### src/rtl/lsu_port_arbiter_if.sv
// lsu_port_arbiter_if
// Bundles every request, grant, load-return and LSU-side signal around the
// LSU port arbiter. Signal names are written from the arbiter's point of view:
// i_* are inputs to the arbiter and o_* are its outputs.
//   slave  : arbiter side (takes requests and i_ld_data, drives grants and the LSU request)
//   master : requester/LSU side (drives requests and i_ld_data, observes the arbiter outputs)
interface lsu_port_arbiter_if;
  // CPU (port 0)
  logic        i_cpu_req;
  logic [31:0] i_cpu_addr;
  logic [31:0] i_cpu_st_data;
  logic        i_cpu_wren;
  logic [2:0]  i_cpu_bmask;
  logic [2:0]  i_cpu_sl_sel;
  logic        o_cpu_gnt;
  logic        o_cpu_stall;
  logic [31:0] o_cpu_ld_data;
  logic        o_cpu_rvalid;
  // DMA / debug loader (port 1)
  logic        i_dma_req;
  logic [31:0] i_dma_addr;
  logic [31:0] i_dma_st_data;
  logic        i_dma_wren;
  logic [2:0]  i_dma_bmask;
  logic [2:0]  i_dma_sl_sel;
  logic        i_dma_lock;
  logic        o_dma_gnt;
  logic [31:0] o_dma_ld_data;
  logic        o_dma_rvalid;
  // LSU side
  logic [31:0] o_lsu_addr;
  logic [31:0] o_st_data;
  logic        o_lsu_wren;
  logic [2:0]  o_bmask;
  logic [2:0]  o_sl_sel;
  logic [31:0] i_ld_data;

  modport slave (
    input  i_cpu_req, i_cpu_addr, i_cpu_st_data, i_cpu_wren, i_cpu_bmask, i_cpu_sl_sel,
    input  i_dma_req, i_dma_addr, i_dma_st_data, i_dma_wren, i_dma_bmask, i_dma_sl_sel,
    input  i_dma_lock, i_ld_data,
    output o_cpu_gnt, o_cpu_stall, o_cpu_ld_data, o_cpu_rvalid,
    output o_dma_gnt, o_dma_ld_data, o_dma_rvalid,
    output o_lsu_addr, o_st_data, o_lsu_wren, o_bmask, o_sl_sel
  );

  modport master (
    output i_cpu_req, i_cpu_addr, i_cpu_st_data, i_cpu_wren, i_cpu_bmask, i_cpu_sl_sel,
    output i_dma_req, i_dma_addr, i_dma_st_data, i_dma_wren, i_dma_bmask, i_dma_sl_sel,
    output i_dma_lock, i_ld_data,
    input  o_cpu_gnt, o_cpu_stall, o_cpu_ld_data, o_cpu_rvalid,
    input  o_dma_gnt, o_dma_ld_data, o_dma_rvalid,
    input  o_lsu_addr, o_st_data, o_lsu_wren, o_bmask, o_sl_sel
  );
endinterface

### src/rtl/lsu_port_arbiter.sv
// lsu_port_arbiter
// Shares the single LSU port between the CPU MEM stage (port 0) and a
// DMA/debug loader (port 1). The CPU has fixed priority, a DMA that has been
// refused MAX_WAIT cycles in a row wins once, and a locked DMA burst keeps
// the port for up to LOCK_MAX beats before yielding one beat to a waiting CPU.
// Load data is returned registered, one cycle after the granted read.
// Ports:
//   i_clk   : clock, rising edge
//   i_reset : asynchronous active-low reset
//   bus     : lsu_port_arbiter_if.slave (requests, grants, load return, LSU request)
module lsu_port_arbiter #(
  parameter int unsigned MAX_WAIT = 4,
  parameter int unsigned LOCK_MAX = 8
) (
  input  logic                i_clk,
  input  logic                i_reset,
  lsu_port_arbiter_if.slave   bus
);

  localparam int WAIT_W = $clog2(MAX_WAIT + 1);
  localparam int LOCK_W = $clog2(LOCK_MAX + 1);

  typedef enum logic [1:0] {
    IDLE     = 2'd0,
    CPU_OWN  = 2'd1,
    DMA_OWN  = 2'd2,
    DMA_LOCK = 2'd3
  } state_e;

  state_e            state_q, state_d;
  logic [WAIT_W-1:0] wait_cnt_q, wait_cnt_d;
  logic [LOCK_W-1:0] lock_cnt_q, lock_cnt_d;
  logic [31:0]       cpu_ld_q, cpu_ld_d;
  logic [31:0]       dma_ld_q, dma_ld_d;
  logic              cpu_rv_q, cpu_rv_d;
  logic              dma_rv_q, dma_rv_d;

  logic cpu_gnt_s, dma_gnt_s;
  logic lock_full_s, lock_hold_s, starve_s;

  // Grant selection in priority order; nothing is granted while reset is held
  always_comb begin
    cpu_gnt_s   = 1'b0;
    dma_gnt_s   = 1'b0;
    lock_full_s = (lock_cnt_q == LOCK_W'(LOCK_MAX));
    lock_hold_s = (state_q == DMA_LOCK) && bus.i_dma_req &&
                  !(lock_full_s && bus.i_cpu_req);
    starve_s    = bus.i_dma_req && (wait_cnt_q == WAIT_W'(MAX_WAIT));
    if (!i_reset) begin
      cpu_gnt_s = 1'b0;
      dma_gnt_s = 1'b0;
    end else if (lock_hold_s) begin
      dma_gnt_s = 1'b1;
    end else if (starve_s) begin
      dma_gnt_s = 1'b1;
    end else if (bus.i_cpu_req) begin
      cpu_gnt_s = 1'b1;
    end else if (bus.i_dma_req) begin
      dma_gnt_s = 1'b1;
    end else begin
      cpu_gnt_s = 1'b0;
      dma_gnt_s = 1'b0;
    end
  end

  // LSU request mux: granted requester passes through, otherwise all zero
  always_comb begin
    bus.o_lsu_addr = 32'd0;
    bus.o_st_data  = 32'd0;
    bus.o_lsu_wren = 1'b0;
    bus.o_bmask    = 3'd0;
    bus.o_sl_sel   = 3'd0;
    if (cpu_gnt_s) begin
      bus.o_lsu_addr = bus.i_cpu_addr;
      bus.o_st_data  = bus.i_cpu_st_data;
      bus.o_lsu_wren = bus.i_cpu_wren;
      bus.o_bmask    = bus.i_cpu_bmask;
      bus.o_sl_sel   = bus.i_cpu_sl_sel;
    end else if (dma_gnt_s) begin
      bus.o_lsu_addr = bus.i_dma_addr;
      bus.o_st_data  = bus.i_dma_st_data;
      bus.o_lsu_wren = bus.i_dma_wren;
      bus.o_bmask    = bus.i_dma_bmask;
      bus.o_sl_sel   = bus.i_dma_sl_sel;
    end else begin
      bus.o_lsu_wren = 1'b0;
    end
  end

  // Next owner/lock state, starvation and lock counters, load-return capture
  always_comb begin
    state_d    = IDLE;
    wait_cnt_d = wait_cnt_q;
    lock_cnt_d = '0;
    cpu_rv_d   = cpu_gnt_s & ~bus.i_cpu_wren;
    dma_rv_d   = dma_gnt_s & ~bus.i_dma_wren;
    cpu_ld_d   = cpu_ld_q;
    dma_ld_d   = dma_ld_q;

    if (dma_gnt_s) begin
      state_d = bus.i_dma_lock ? DMA_LOCK : DMA_OWN;
    end else if (cpu_gnt_s) begin
      state_d = CPU_OWN;
    end else begin
      state_d = IDLE;
    end

    // Refused-request counter; any DMA grant or dropped request restarts it
    if (!bus.i_dma_req || dma_gnt_s) begin
      wait_cnt_d = '0;
    end else if (wait_cnt_q == WAIT_W'(MAX_WAIT)) begin
      wait_cnt_d = wait_cnt_q;
    end else begin
      wait_cnt_d = wait_cnt_q + WAIT_W'(1);
    end

    // Every DMA beat that lands in DMA_LOCK counts, including the one that
    // enters it, so a burst gets exactly LOCK_MAX beats before a CPU break.
    // Leaving the lock (or a forced break, which is a CPU grant) clears it.
    if (dma_gnt_s && bus.i_dma_lock) begin
      if (lock_full_s) begin
        lock_cnt_d = lock_cnt_q;
      end else begin
        lock_cnt_d = lock_cnt_q + LOCK_W'(1);
      end
    end else begin
      lock_cnt_d = '0;
    end

    if (cpu_rv_d) begin
      cpu_ld_d = bus.i_ld_data;
    end else begin
      cpu_ld_d = cpu_ld_q;
    end
    if (dma_rv_d) begin
      dma_ld_d = bus.i_ld_data;
    end else begin
      dma_ld_d = dma_ld_q;
    end
  end

  // State, counters and registered load return
  always_ff @(posedge i_clk or negedge i_reset) begin
    if (!i_reset) begin
      state_q    <= IDLE;
      wait_cnt_q <= '0;
      lock_cnt_q <= '0;
      cpu_ld_q   <= 32'd0;
      dma_ld_q   <= 32'd0;
      cpu_rv_q   <= 1'b0;
      dma_rv_q   <= 1'b0;
    end else begin
      state_q    <= state_d;
      wait_cnt_q <= wait_cnt_d;
      lock_cnt_q <= lock_cnt_d;
      cpu_ld_q   <= cpu_ld_d;
      dma_ld_q   <= dma_ld_d;
      cpu_rv_q   <= cpu_rv_d;
      dma_rv_q   <= dma_rv_d;
    end
  end

  assign bus.o_cpu_gnt     = cpu_gnt_s;
  assign bus.o_dma_gnt     = dma_gnt_s;
  assign bus.o_cpu_stall   = bus.i_cpu_req & ~cpu_gnt_s;
  assign bus.o_cpu_ld_data = cpu_ld_q;
  assign bus.o_dma_ld_data = dma_ld_q;
  assign bus.o_cpu_rvalid  = cpu_rv_q;
  assign bus.o_dma_rvalid  = dma_rv_q;

endmodule

### src/flat_wrapper.sv
// flat-port wrapper written by rule: the top's interface ports become plain ports
module lsu_port_arbiter_flat 
#(
  parameter int unsigned MAX_WAIT = 4,
  parameter int unsigned LOCK_MAX = 8
)
  (i_clk, i_reset, bus_i_cpu_req, bus_i_cpu_addr, bus_i_cpu_st_data, bus_i_cpu_wren, bus_i_cpu_bmask, bus_i_cpu_sl_sel, bus_i_dma_req, bus_i_dma_addr, bus_i_dma_st_data, bus_i_dma_wren, bus_i_dma_bmask, bus_i_dma_sl_sel, bus_i_dma_lock, bus_i_ld_data, bus_o_cpu_gnt, bus_o_cpu_stall, bus_o_cpu_ld_data, bus_o_cpu_rvalid, bus_o_dma_gnt, bus_o_dma_ld_data, bus_o_dma_rvalid, bus_o_lsu_addr, bus_o_st_data, bus_o_lsu_wren, bus_o_bmask, bus_o_sl_sel);
  lsu_port_arbiter_if bus_i ();
  input  logic i_clk;
  input  logic i_reset;
  input wire logic [$bits(bus_i.i_cpu_req)-1:0] bus_i_cpu_req;
  input wire logic [$bits(bus_i.i_cpu_addr)-1:0] bus_i_cpu_addr;
  input wire logic [$bits(bus_i.i_cpu_st_data)-1:0] bus_i_cpu_st_data;
  input wire logic [$bits(bus_i.i_cpu_wren)-1:0] bus_i_cpu_wren;
  input wire logic [$bits(bus_i.i_cpu_bmask)-1:0] bus_i_cpu_bmask;
  input wire logic [$bits(bus_i.i_cpu_sl_sel)-1:0] bus_i_cpu_sl_sel;
  input wire logic [$bits(bus_i.i_dma_req)-1:0] bus_i_dma_req;
  input wire logic [$bits(bus_i.i_dma_addr)-1:0] bus_i_dma_addr;
  input wire logic [$bits(bus_i.i_dma_st_data)-1:0] bus_i_dma_st_data;
  input wire logic [$bits(bus_i.i_dma_wren)-1:0] bus_i_dma_wren;
  input wire logic [$bits(bus_i.i_dma_bmask)-1:0] bus_i_dma_bmask;
  input wire logic [$bits(bus_i.i_dma_sl_sel)-1:0] bus_i_dma_sl_sel;
  input wire logic [$bits(bus_i.i_dma_lock)-1:0] bus_i_dma_lock;
  input wire logic [$bits(bus_i.i_ld_data)-1:0] bus_i_ld_data;
  output wire logic [$bits(bus_i.o_cpu_gnt)-1:0] bus_o_cpu_gnt;
  output wire logic [$bits(bus_i.o_cpu_stall)-1:0] bus_o_cpu_stall;
  output wire logic [$bits(bus_i.o_cpu_ld_data)-1:0] bus_o_cpu_ld_data;
  output wire logic [$bits(bus_i.o_cpu_rvalid)-1:0] bus_o_cpu_rvalid;
  output wire logic [$bits(bus_i.o_dma_gnt)-1:0] bus_o_dma_gnt;
  output wire logic [$bits(bus_i.o_dma_ld_data)-1:0] bus_o_dma_ld_data;
  output wire logic [$bits(bus_i.o_dma_rvalid)-1:0] bus_o_dma_rvalid;
  output wire logic [$bits(bus_i.o_lsu_addr)-1:0] bus_o_lsu_addr;
  output wire logic [$bits(bus_i.o_st_data)-1:0] bus_o_st_data;
  output wire logic [$bits(bus_i.o_lsu_wren)-1:0] bus_o_lsu_wren;
  output wire logic [$bits(bus_i.o_bmask)-1:0] bus_o_bmask;
  output wire logic [$bits(bus_i.o_sl_sel)-1:0] bus_o_sl_sel;
  assign bus_i.i_cpu_req = bus_i_cpu_req;
  assign bus_i.i_cpu_addr = bus_i_cpu_addr;
  assign bus_i.i_cpu_st_data = bus_i_cpu_st_data;
  assign bus_i.i_cpu_wren = bus_i_cpu_wren;
  assign bus_i.i_cpu_bmask = bus_i_cpu_bmask;
  assign bus_i.i_cpu_sl_sel = bus_i_cpu_sl_sel;
  assign bus_i.i_dma_req = bus_i_dma_req;
  assign bus_i.i_dma_addr = bus_i_dma_addr;
  assign bus_i.i_dma_st_data = bus_i_dma_st_data;
  assign bus_i.i_dma_wren = bus_i_dma_wren;
  assign bus_i.i_dma_bmask = bus_i_dma_bmask;
  assign bus_i.i_dma_sl_sel = bus_i_dma_sl_sel;
  assign bus_i.i_dma_lock = bus_i_dma_lock;
  assign bus_i.i_ld_data = bus_i_ld_data;
  assign bus_o_cpu_gnt = bus_i.o_cpu_gnt;
  assign bus_o_cpu_stall = bus_i.o_cpu_stall;
  assign bus_o_cpu_ld_data = bus_i.o_cpu_ld_data;
  assign bus_o_cpu_rvalid = bus_i.o_cpu_rvalid;
  assign bus_o_dma_gnt = bus_i.o_dma_gnt;
  assign bus_o_dma_ld_data = bus_i.o_dma_ld_data;
  assign bus_o_dma_rvalid = bus_i.o_dma_rvalid;
  assign bus_o_lsu_addr = bus_i.o_lsu_addr;
  assign bus_o_st_data = bus_i.o_st_data;
  assign bus_o_lsu_wren = bus_i.o_lsu_wren;
  assign bus_o_bmask = bus_i.o_bmask;
  assign bus_o_sl_sel = bus_i.o_sl_sel;
  lsu_port_arbiter #(.MAX_WAIT(MAX_WAIT), .LOCK_MAX(LOCK_MAX)) u_core (.i_clk(i_clk), .i_reset(i_reset), .bus(bus_i));
endmodule
### config.mk
export PLATFORM = sky130hd
export DESIGN_NAME = lsu_port_arbiter_flat
export DESIGN_NICKNAME = d
export VERILOG_FILES = /design/src/rtl/lsu_port_arbiter_if.sv /design/src/rtl/lsu_port_arbiter.sv /design/src/flat_wrapper.sv
export SDC_FILE = /design/constraint.sdc
export NUM_CORES = 1
export LEC_CHECK = 0
export ABC_AREA = 1
export CORE_AREA = 2 2 123 125
export DETAILED_ROUTE_END_ITERATION = 12
export DIE_AREA = 0 0 125 127
export PLACE_DENSITY_LB_ADDON = 0.15
export SYNTH_ARGS = -nofsm -noshare
export SYNTH_HDL_FRONTEND = slang
export SYNTH_SLANG_ARGS = --single-unit
### constraint.sdc
create_clock -name i_clk -period 1.5 [get_ports i_clk]
set_input_delay 0.15 -clock i_clk [delete_from_list [all_inputs] [get_ports i_clk]]
set_output_delay 0.15 -clock i_clk [all_outputs]
set_load 0.01 [all_outputs]
# ---- After elaboration in Yosys (flattened, before gate mapping)
# Index checks and enable logic that the tools add are counted.
dict set report op_classes {
  n_mux 26
  n_reduce_logical 8
  n_bitwise 6
  add_sub_neg 2
  n_eq_ne 5
}
# operator count
set op_table {}
lappend op_table {{32-bit 2-to-1 mux} 4}
lappend op_table {{3-bit 2-to-1 mux} 6}
lappend op_table {{1-bit 2-to-1 mux} 13}
lappend op_table {{4-bit 2-to-1 mux} 2}
lappend op_table {{1-bit logical AND} 5}
lappend op_table {{4-bit by 1-bit adder with 4-bit output (second input constant)} 1}
lappend op_table {{4-bit equality test (second input constant)} 1}
lappend op_table {{3-bit by 1-bit adder with 3-bit output (second input constant)} 1}
lappend op_table {{1-bit AND} 3}
lappend op_table {{3-bit equality test (second input constant)} 1}
lappend op_table {{1-bit NOT} 3}
lappend op_table {{2-bit equality test (second input constant)} 1}
lappend op_table {{1-bit zero test} 2}
lappend op_table {{2-bit 2-to-1 mux} 1}
lappend op_table {{2-bit by 1-bit inequality test with 1-bit output (second input constant)} 1}
lappend op_table {{2-bit inequality test (second input constant)} 1}
lappend op_table {{1-bit logical OR} 1}
dict set report totals {
  reg_bits 75
  wordCells 54
  input_bits 179
  out_inout_bits 140
}

# ---- Depth between registers and ports, before layout
# Gate-level depths: netlist of run 1.
dict set report logic_depth {
  ltp_word 8
  depth_mapped 11
  mapped_depth_nobuf 10
}

# ---- Worst setup path before layout of run 1
# No wires, ideal clock.
dict set report synth_path {
  kind {reg2out}
  start {register u_core.lock_cnt_q[0]}
  end {output port bus_o_bmask[0]}
  path_stages_with_launch 10
  required_time_ns 1.350
  path_slack_ns -0.047
  arrival_ns 1.397
  cell_sequence {dfrtp_1 -> inv_1 -> ha_1 -> nand4_1 -> nand2_1 -> nand2_1 -> inv_2 -> buf_2 -> nand2_1 -> nand2_1}
}
# item line
set synth_rtl {}
lappend synth_rtl {{from (decl)} lsu_port_arbiter.sv:32} ;# logic [LOCK_W-1:0] lock_cnt_q, lock_cnt_d;
lappend synth_rtl {{from (signal assigned)} lsu_port_arbiter.sv:155} ;# lock_cnt_q <= lock_cnt_d;
lappend synth_rtl {{4-bit equality test} lsu_port_arbiter.sv:45} ;# lock_full_s = (lock_cnt_q == LOCK_W'(LOCK_MAX));
lappend synth_rtl {{1-bit logical AND} lsu_port_arbiter.sv:47} ;# !(lock_full_s && bus.i_cpu_req);
lappend synth_rtl {{1-bit zero test} lsu_port_arbiter.sv:47}
lappend synth_rtl {{1-bit logical AND} lsu_port_arbiter.sv:46} ;# lock_hold_s = (state_q == DMA_LOCK) && bus.i_dma_req &&
lappend synth_rtl {{1-bit 2-to-1 mux} lsu_port_arbiter.sv:52} ;# end else if (lock_hold_s) begin
lappend synth_rtl {{1-bit 2-to-1 mux} lsu_port_arbiter.sv:49} ;# if (!i_reset) begin
lappend synth_rtl {{net bus_o_cpu_gnt} flat_wrapper.sv:25} ;# output wire logic [$bits(bus_i.o_cpu_gnt)-1:0] bus_o_cpu_gnt;
lappend synth_rtl {{3-bit 2-to-1 mux} lsu_port_arbiter.sv:73} ;# if (cpu_gnt_s) begin
lappend synth_rtl {{to (decl)} flat_wrapper.sv:35} ;# output wire logic [$bits(bus_i.o_bmask)-1:0] bus_o_bmask;
# The timed path passes the listed nets, and every way through them passes these cells.

# ---- Worst setup path in the final report of run 1
dict set report layout_path {
  start {register u_core.wait_cnt_q[0]}
  end {output port bus_o_st_data[5]}
}
dict set report layout_via {
  elab_chain_cells 7
}
# item line
set layout_lines {}
lappend layout_lines {{from (decl)} lsu_port_arbiter.sv:31} ;# logic [WAIT_W-1:0] wait_cnt_q, wait_cnt_d;
lappend layout_lines {{from (signal assigned)} lsu_port_arbiter.sv:154} ;# wait_cnt_q <= wait_cnt_d;
lappend layout_lines {{3-bit equality test *} lsu_port_arbiter.sv:48} ;# starve_s = bus.i_dma_req && (wait_cnt_q == WAIT_W'(MAX_WAIT));
lappend layout_lines {{1-bit logical AND *} lsu_port_arbiter.sv:48}
lappend layout_lines {{1-bit 2-to-1 mux} lsu_port_arbiter.sv:54} ;# end else if (starve_s) begin
lappend layout_lines {{1-bit 2-to-1 mux} lsu_port_arbiter.sv:52}
lappend layout_lines {{1-bit 2-to-1 mux} lsu_port_arbiter.sv:49}
lappend layout_lines {{32-bit 2-to-1 mux} lsu_port_arbiter.sv:79} ;# end else if (dma_gnt_s) begin
lappend layout_lines {{32-bit 2-to-1 mux *} lsu_port_arbiter.sv:73}
lappend layout_lines {{to (decl)} flat_wrapper.sv:33} ;# output wire logic [$bits(bus_i.o_st_data)-1:0] bus_o_st_data;
# Every way passes the cells marked *; elsewhere a longest branch is shown, timed or not.

==> results of run 1 <==
path summary, 6_finish.rpt:
| check | from | to | slack (ns) | cells past startpoint |
|---|---|---|---|---|
| setup / recovery | u_core.wait_cnt_q[0]$_DFFE_PN0P_ | bus_o_st_data[5] | -0.60 | 13 |
| setup reg to reg | u_core.wait_cnt_q[0]$_DFFE_PN0P_ | u_core.bus.o_dma_ld_data[13]$_DFFE_PN0P_ | -0.37 | 13 |
| max in group asynchronous | i_reset | u_core.bus.o_dma_ld_data[26]$_DFFE_PN0P_ | 1.04 | 3 |
| min in group i_clk | bus_i_ld_data[26] | u_core.bus.o_cpu_ld_data[26]$_DFFE_PN0P_ | 0.38 | 3 |
| hold reg to reg | u_core.bus.o_dma_ld_data[27]$_DFFE_PN0P_ | u_core.bus.o_dma_ld_data[27]$_DFFE_PN0P_ | 0.47 | 2 |
| hold / removal | i_reset | u_core.state_q[0]$_DFF_PN0_ | 0.06 | 3 |
cell usage after synthesis:
cell type / n / area [um^2]
nand2_1: 381 / 1430
dfrtp_1: 75 / 1877
nand4_1: 33 / 206.5
buf_2: 19 / 95.09
inv_1: 12 / 45.04
nor2_1: 10 / 37.54
buf_6: 7 / 78.83
clkbuf_1: 6 / 22.52
nand3_1: 5 / 25.02
ha_1: 4 / 50.05
inv_2: 4 / 15.01
xor2_1: 4 / 35.03
o21ai_0: 3 / 15.01
nand2_4: 2 / 22.52
nand3_2: 2 / 20.02
a21oi_1: 1 / 5.000
a31oi_1: 1 / 6.260
buf_4: 1 / 7.510
clkinv_1: 1 / 3.750
inv_6: 1 / 8.760
flip-flops by register name, summed over array words and instances (netlist names):
| signal | cells |
|---|---|
| u_core.bus.o_cpu_ld_data | 32 |
| u_core.bus.o_dma_ld_data | 32 |
| u_core.lock_cnt_q | 4 |
| u_core.wait_cnt_q | 3 |
| u_core.state_q | 2 |
| u_core.bus.o_cpu_rvalid | 1 |
| u_core.bus.o_dma_rvalid | 1 |
cells by family (layout without fill, tap and decap cells):
group,after synthesis,in the layout,synth area share [%]
buffers and inverters,51,428,6.902
adders and majority gates,4,4,1.249
other,0,1,0
and+or+nand+nor,433,433,43.47
xor gates and xnor gates,4,4,0.8744
DFF,75,75,46.85
AOI/OAI and AO/OA,5,5,0.6557
power breakdown:
part	total [mW]	internal, mW	switching, mW	leakage [nW]
Sequential	2.64	2.41	0.231	0.950
Combinational	3.29	1.85	1.44	3.50
Clock	2.18	1.37	0.811	0.146
Total	8.12	5.63	2.48	4.60
area by class of cell:
type	count	area, um^2
diodes	1	2.502
fillers	1263	5285
well taps	184	230.2
clock inverters	2	35.03
multi-input cells	446	2496
flip-flops and latches	75	1877
inverters	18	100.1
clock buffers	13	260.3
repair inverters	1	6.256
repair buffers	394	4131
critical path: stages (launching register included):
cell     delay, ns
dfrtp_1       0.40
inv_2         0.09
ha_4          0.15
nand3_4       0.09
nand2_2       0.08
inv_2         0.04
nand2_4       0.08
nand2_8       0.08
inv_12        0.10
buf_12        0.15
buf_6         0.11
nand2_2       0.04
nand2_1       0.06
buf_2         0.13
what timing repair did:
| action | CTS | global route |
|---|---|---|
| pin swaps | 14 | 28 |
| setup buffers | 21 | 12 |
| cloned | 11 | 6 |
| resized for setup | 464 | 148 |
| endpoints found under the setup margin | 146 | 149 |
through the flow:
| stage | hold slack (ns) | TNS, ns | power [mW] | instances |
|---|---|---|---|---|
| detailed placement | 0.4026 | -85.45 | 5.456 | 1075 |
| global placement | 0.3956 | -78.30 | 5.417 | 1075 |
| global route | 0.1033 | -66.51 | 8.510 | 1134 |
| floorplan | -0.1456 | 0 | 3.538 | 572 |
| CTS | 0.08469 | -45.20 | 7.969 | 1120 |
| finish | 0.06227 | -54.69 | 8.115 | 1134 |
per-layer routing:
layer,vias to the layer above,global-route usage [%],share of wire (%)
li1,2526,-,-
met1,2485,31.69,39
met2,217,43.41,50
met3,43,7.328,7.3
met4,2,9.412,3.2
met5,-,0,0.059
==> impl.org, run 1 <==
** Run status
- Result of the run :: complete, but fails checks
- Violations in the final reports :: negative setup slack

** Layout
- With fillers left out, the area of the finished cells amounts to 9139 um^2.
- The final layout contains about 1100 nets.
- Leaving out fill and tap cells, the most frequent cells in the layout are nand2_1 (249), clkdlybuf4s50_1 (243), nand2_2 (91).
- Post-route core utilization :: a little under two thirds
- Area growth from synthesis to layout :: 128.1%
- Ratio of cells with drive above 1 in the final layout :: between 30 and 40%
- Leaving out fill and tap cells, the most frequent cell in the layout is nand2_1.

** Clock tree
- The number of clock buffers added by TritonCTS is 9.
- Clock Sink Count :: between 70 and 80
- The later pin in the worst-skew pair is clocked with a latency of 0.33 ns.
- The number of hold buffers added after CTS was 0.
- Clock tree synthesis selected as its root buffer the cell clkbuf_16.
- CTS tree :: done
- The clock passes through at most 2 buffers.
- H-Tree Level Count :: 3
- Clock-pin slew on the worst setup and hold paths :: 0.06 ns

** Timing
- The max-slew violation total from the final report was 0.
- Worst-case headroom to the max-slew limit :: 63.68%
- For the finished layout, the period the worst path requires is roughly 2.1 ns.
- The final-report hold violation count came to 0.
- At the pin with the least slew margin, the transition time is 0.5448 ns.
- Setup Skew :: ~0.0060 ns
- Final setup vio count :: between 100 and 150
- Setup slack on the critical path of the routed design comes to -0.5980 ns.
- Of the available clock period, the critical path in the final layout requires 139.9%.
- RSZ-0062 raised after global routing :: true
- Derived from the worst setup path, the maximum achievable clock frequency is 476.6 MHz.

** Routing
- The count of nets left with antenna violations once routing finished came out at 0.
- For this block, the routed nets add up to 22160 um of wire.
- Detailed Routing Iterations Pass 1 :: 4
- Routed via count :: ~5300
- Dividing the detail-routed wire length by the instance count gives ~20 um.
- Number of DRC markers after the initial detailed-route iteration :: approximately 320
- Avg Vias per Cell :: between 4 and 5
- DR DRC count :: 0

** Run
- MaxCap Viol Count :: 0

** Placement
- Worst slack at placement :: -0.8631 ns
- Post-DP Area :: between 7000 and 8000 um^2
- Gpl congestion :: 1.029
- DP Wirelength :: between 15000 and 20000 um
- Count of buffers from port buffering :: approximately 320

** Setup path
- Worst Setup Start Kind :: flip-flop
- Along the worst path, the maximum fanout reaches 7.
- STA classifies the critical path endpoint as an output pin.
- For the worst setup path, the data required time is approximately 1.4 ns.
- For the worst setup path, the data arrival time is between 1.5 and 2 ns.
- Kind of critical path :: flip-flop to output pin

** Worst hold path
- The min-delay analysis places its worst path in the category input port to async pin.

** Logic synthesis
- Number of distinct library cells after synthesis :: 20
- When the netlist entered floorplanning its net count stood at approximately 760.
- Avg Inst Size Synth :: around 7 um^2
- Post-synthesis cell count :: 572
- Yosys printed 0 warnings.
- Number of synthesized register bits :: 75
- Sequential cells were found to cover a little under half of the synthesized design area.
- Post-synth design cell area :: roughly 4000 um^2

** Pwr
- VDD sags by at most 0.0006491 V.
- Power spread over the standard cell area amounts to around 900 nW/um^2.
- Leakage component of the power :: approximately 4.6 nW

** Global route
- Vias in the first global route :: 5350
- The first global-routing pass estimated roughly 32000 um of wire.
- Entering global routing, the biggest net connects 110 pins.
- Across every metal layer, demand over resource in global routing totals between 20% and 30%.
- Summed over all layers, the global routing overflow is 0.
- Number of antenna violations at the first check in global routing :: 2

** Floorplan
- The region available for standard cell placement spans about 14000 um^2.
- between 300 and 400 I/O pins were placed.
- Starting density of the core :: approximately 28%
- Die height :: roughly 130 um
- The floorplan has between 40 and 50 rows.
- Total Die Area :: 15880 um^2
- The die is 125 um wide.
Power figures use the tool's default switching activity.
==> run 2, diff against run 1 <==
ABC_CLOCK_PERIOD_IN_PS = 1500   (was not set)
==> results of run 2 <==
The final DEF is identical to that of run 1; final timing and power are the same.
==> run 3, diff against run 2 <==
ABC_AREA = not set   (was 1)
CORE_AREA = 2 2 125 127   (was 2 2 123 125)
DIE_AREA = 0 0 127 129   (was 0 0 125 127)
PLACE_DENSITY = 0.65   (was not set)
PLACE_DENSITY_LB_ADDON = not set   (was 0.15)
==> impl.org, run 3 <==
** Run status
- The run finished, with violations left.
- The checks that failed: negative setup slack.

** Logic synthesis
- Number of synthesized register bits :: 75
- In the synthesized netlist, the cells that appear most often are dfrtp_1 (75), a22o_1 (71), mux2_4 (29).
- Yosys printed 0 warnings.
- Number of distinct library cells after synthesis :: 30
- Post-synth top flop :: dfrtp_1
- Most frequent cell after synthesis :: dfrtp_1
- For this run, the register share of the synthesized area comes to 49.69%.
- Biggest area consumer among synthesized cells :: dfrtp_1
- Yosys mapped a number of flops with a built-in enable equal to 0.
- Counting flops with an async set or reset pin after synthesis yields a share of between 90% and 100%.
- After synthesis, the largest area contributor takes up around half of total cell area.
- A synthesized cell averages between 10 and 15 um^2.
- Post-synth design cell area :: ~3800 um^2
- Sorting the synthesized cells by area gives the leading types as dfrtp_1 (50%), a22o_1 (16%), mux2_4 (12%), mux2_1 (5.7%), mux2_2 (4.8%).
- Synthesis handed over a netlist of approximately 270 instances.
- Syn_nets :: 456

** Global route
- Entering global routing, the biggest net connects 75 pins.
- GRT Resource Usage Total :: between 20 and 25%
- The via count of the first global-routing pass was around 4200.
- Final global-route overflow total :: 0
- Number of antenna violations at the first check in global routing :: 1
- The first global-routing pass estimated around 26000 um of wire.

** Floorplan
- Count of standard-cell rows :: 45
- After floorplanning, the core was sized to cover 14980 um^2.
- The die is approximately 130 um wide.
- The die covers 16380 um^2.
- Measured along the y axis, the die boundary spans roughly 130 um.
- Starting density of the core :: between 20% and 30%
- Ports :: around 320

** Placement
- Routability-driven placement finished with a final weighted congestion of around 0.85.
- Worst slack at placement :: -0.8410 ns
- Count of buffers from port buffering :: roughly 320
- The HPWL after detailed placement is between 10000 and 15000 um.

** Pwr
- Summed over all cells, the static leakage comes to ~3.7 nW.
- Share of total power in the clock network :: between 20 and 30%
- Switching portion of total power :: about 25%
- Cell internal power was estimated by the tool at 5.904 mW.
- Power spread over the standard cell area amounts to 953.6 nW/um^2.
- Registers are responsible for 33.4% of the overall power.
- For this design the total switching power over the nets is approximately 2 mW.
- Part of the total power dissipated in combinational logic :: between 30% and 40%
- Worst voltage drop across the vdd grid :: 0.0005304 V

** Setup path
- Worst path buffer plus inverter count :: 4
- Data on the critical path arrives at its endpoint at 2.15 ns.
- Worst Setup Start Kind :: flip-flop
- The kind of cell with the highest combined delay along the critical path is buffers and inverters.
- STA classifies the critical path endpoint as an output pin.
- For this run, the slowest stage of the critical path takes between 0.3 and 0.4 ns.
- Critical Path RT :: 1.35 ns
- By startpoint and endpoint, the worst setup path is classified as flip-flop to output pin.
- Traced cell by cell, the critical path runs through inv_2, ha_4, and3b_2, o211a_4, nor2_4, buf_6, buf_12, a22o_1, buf_2.
- Among all stages on the critical path, the largest delay is contributed by dfrtp_1.
- In this run the worst path has a maximum fanout of 5.

** Timing
- Setup Skew :: around 0.0048 ns
- Hold WS :: between 0.1 and 0.15 ns
- Final setup vio count :: roughly 150
- At the pin with the least slew margin, the transition time is between 0.9 and 1 ns.
- Upper clock frequency limit :: roughly 430 MHz
- Setup repair after global routing could not meet its margin everywhere.
- The smallest clock period supported by the final layout is computed as 2.300 ns.
- Count of pins over their slew limit :: 0
- In this run the tightest slew margin relative to its limit is a little under two fifths.
- Dividing the final minimum period by the clock period gives 153.3%.
- Hold Vio Cnt, Final :: 0
- Setup WS post-layout :: -0.8001 ns

** Layout
- Commonest non-fill, non-tap cells in the layout :: clkdlybuf4s50_1 (243), dfrtp_1 (75), a22o_1 (71)
- Number of nets at the end of the flow :: 826
- Ratio of cells with drive above 1 in the final layout :: between 30% and 40%
- Most common cell after layout, fill and taps aside :: clkdlybuf4s50_1
- Compared with the post-synthesis result, the final layout area differs by 119.3%.
- After filler insertion, the fill cell instance count of the layout stands at about 1300.

** Clock tree
- Clock-pin slew on the worst setup and hold paths :: 0.05 ns
- Clock latency on the worst-skew pair, taken at its later pin, is about 0.33 ns.
- H-Tree Level Count :: 3
- Clock tree synthesis selected as its root buffer the cell clkbuf_16.
- TritonCTS built the clock tree.
- Number of buffers inserted during clock tree synthesis :: 9
- Clock Sink Count :: 75
- In this run the deepest clock path goes through 2 buffers.

** Routing
- Summing over every cut layer, the via total after detailed routing is slightly below 4000.
- Number of DRC markers after the initial detailed-route iteration :: ~180
- Sum of routed wire length over all layers :: ~18000 um
- After detailed routing, the number of remaining DRC violations is 0.
- Final ANT Viol Nets :: 0
- Detailed Routing Iterations Pass 1 :: 6
- In the final routed layout, each cell accounts on average for 21.82 um.
- Avg Vias per Cell :: 4.646

** Run
- Max-cap violations in this run came to 0.

** Worst hold path
- The tightest min-delay check is of the input port to async pin type.
run 3: cell count changes after synthesis, moves of 8 or more:
cell     before  now
nand4_1      33    0
a22o_1        0   71
buf_2        19    4
inv_1        12    4
mux2_4        0   29
nand2_1     381    3
mux2_2        0   16
mux2_1        0   19
run 3: final timing paths:
path	to	slack, ns	cells after the start	from
min in group i_clk	u_core.bus.o_cpu_ld_data[23]$_DFFE_PN0P_	0.46	2	bus_i_ld_data[23]
worst max register to register	u_core.bus.o_dma_ld_data[28]$_DFFE_PN0P_	-0.69	10	u_core.lock_cnt_q[1]$_DFFE_PN0P_
worst max-delay path	bus_o_st_data[8]	-0.80	9	u_core.lock_cnt_q[1]$_DFFE_PN0P_
worst min register to register	u_core.bus.o_cpu_ld_data[14]$_DFFE_PN0P_	0.51	1	u_core.bus.o_cpu_ld_data[14]$_DFFE_PN0P_
max in group asynchronous	u_core.bus.o_dma_ld_data[8]$_DFFE_PN0P_	0.80	2	i_reset
worst min-delay path	u_core.bus.o_cpu_ld_data[19]$_DFFE_PN0P_	0.10	2	i_reset
run 3: cell families (layout without fill, tap and decap cells):
group           count (synthesis)  count (layout)  share of synthesized area [%]
simple gates                   22              22                          3.379
buf+inv                        28             403                          4.803
mux                            66              66                          22.49
compound gates                 74              74                          17.39
flops                          75              75                          49.69
xor+xnor                        4               4                         0.9276
other cells                     0               1                              0
fa+ha+maj                       4               4                          1.325
run 3: layer usage:
metal,vias up,track usage [%],wire length [um]
met2,180,39.60,9670
li1,1776,-,-
met5,-,0,0
met1,1902,23.92,6682
met3,31,6.694,1335
met4,0,7.628,574
run 3: layout make-up:
type	instances	area (um^2)	area share [%]
clock buffers	12	256.5	3.096
well taps	188	235.2	2.839
multi-input cells	170	1917	23.14
inverters	4	15.01	0.1812
clock inverters	4	72.57	0.8760
flip-flops and latches	75	1877	22.66
diodes	1	2.502	0.03021
repair buffers	383	3909	47.18
run 3: power groups by stage:
stage / clock (mW) / combinational (mW) / sequential (mW)
after floorplan: 0 / 0.853 / 2.82
after global placement: 0 / 2.78 / 2.65
after detailed placement: 0 / 2.80 / 2.66
after CTS: 2.40 / 2.92 / 2.64
after global routing: 2.52 / 3.08 / 2.69
final: 2.34 / 2.92 / 2.64
run 3: what timing repair did:
action,in CTS,in global routing
pin swaps,13,45
hold buffers,1,0
gates resized for setup,347,29
setup buffers,20,10
hold endpoints to repair,1,0
endpoints found under the setup margin,149,149
cloned,12,4
run 3: through the flow:
stage | area [um^2] | std cells | util (%) | TNS (ns) | power [mW]
6_report | 8284 | 837 | 55.31 | -98.04 | 7.900
3_3_place_gp | 7461 | 782 | 49.82 | -97.14 | 5.424
2_1_floorplan | 3906 | 273 | - | -55.08 | 3.675
3_5_place_dp | 7461 | 782 | 49.82 | -98.59 | 5.466
5_1_grt | 8284 | 837 | 55.31 | -111.84 | 8.287
4_1_cts | 8219 | 831 | 54.88 | -97.24 | 7.962
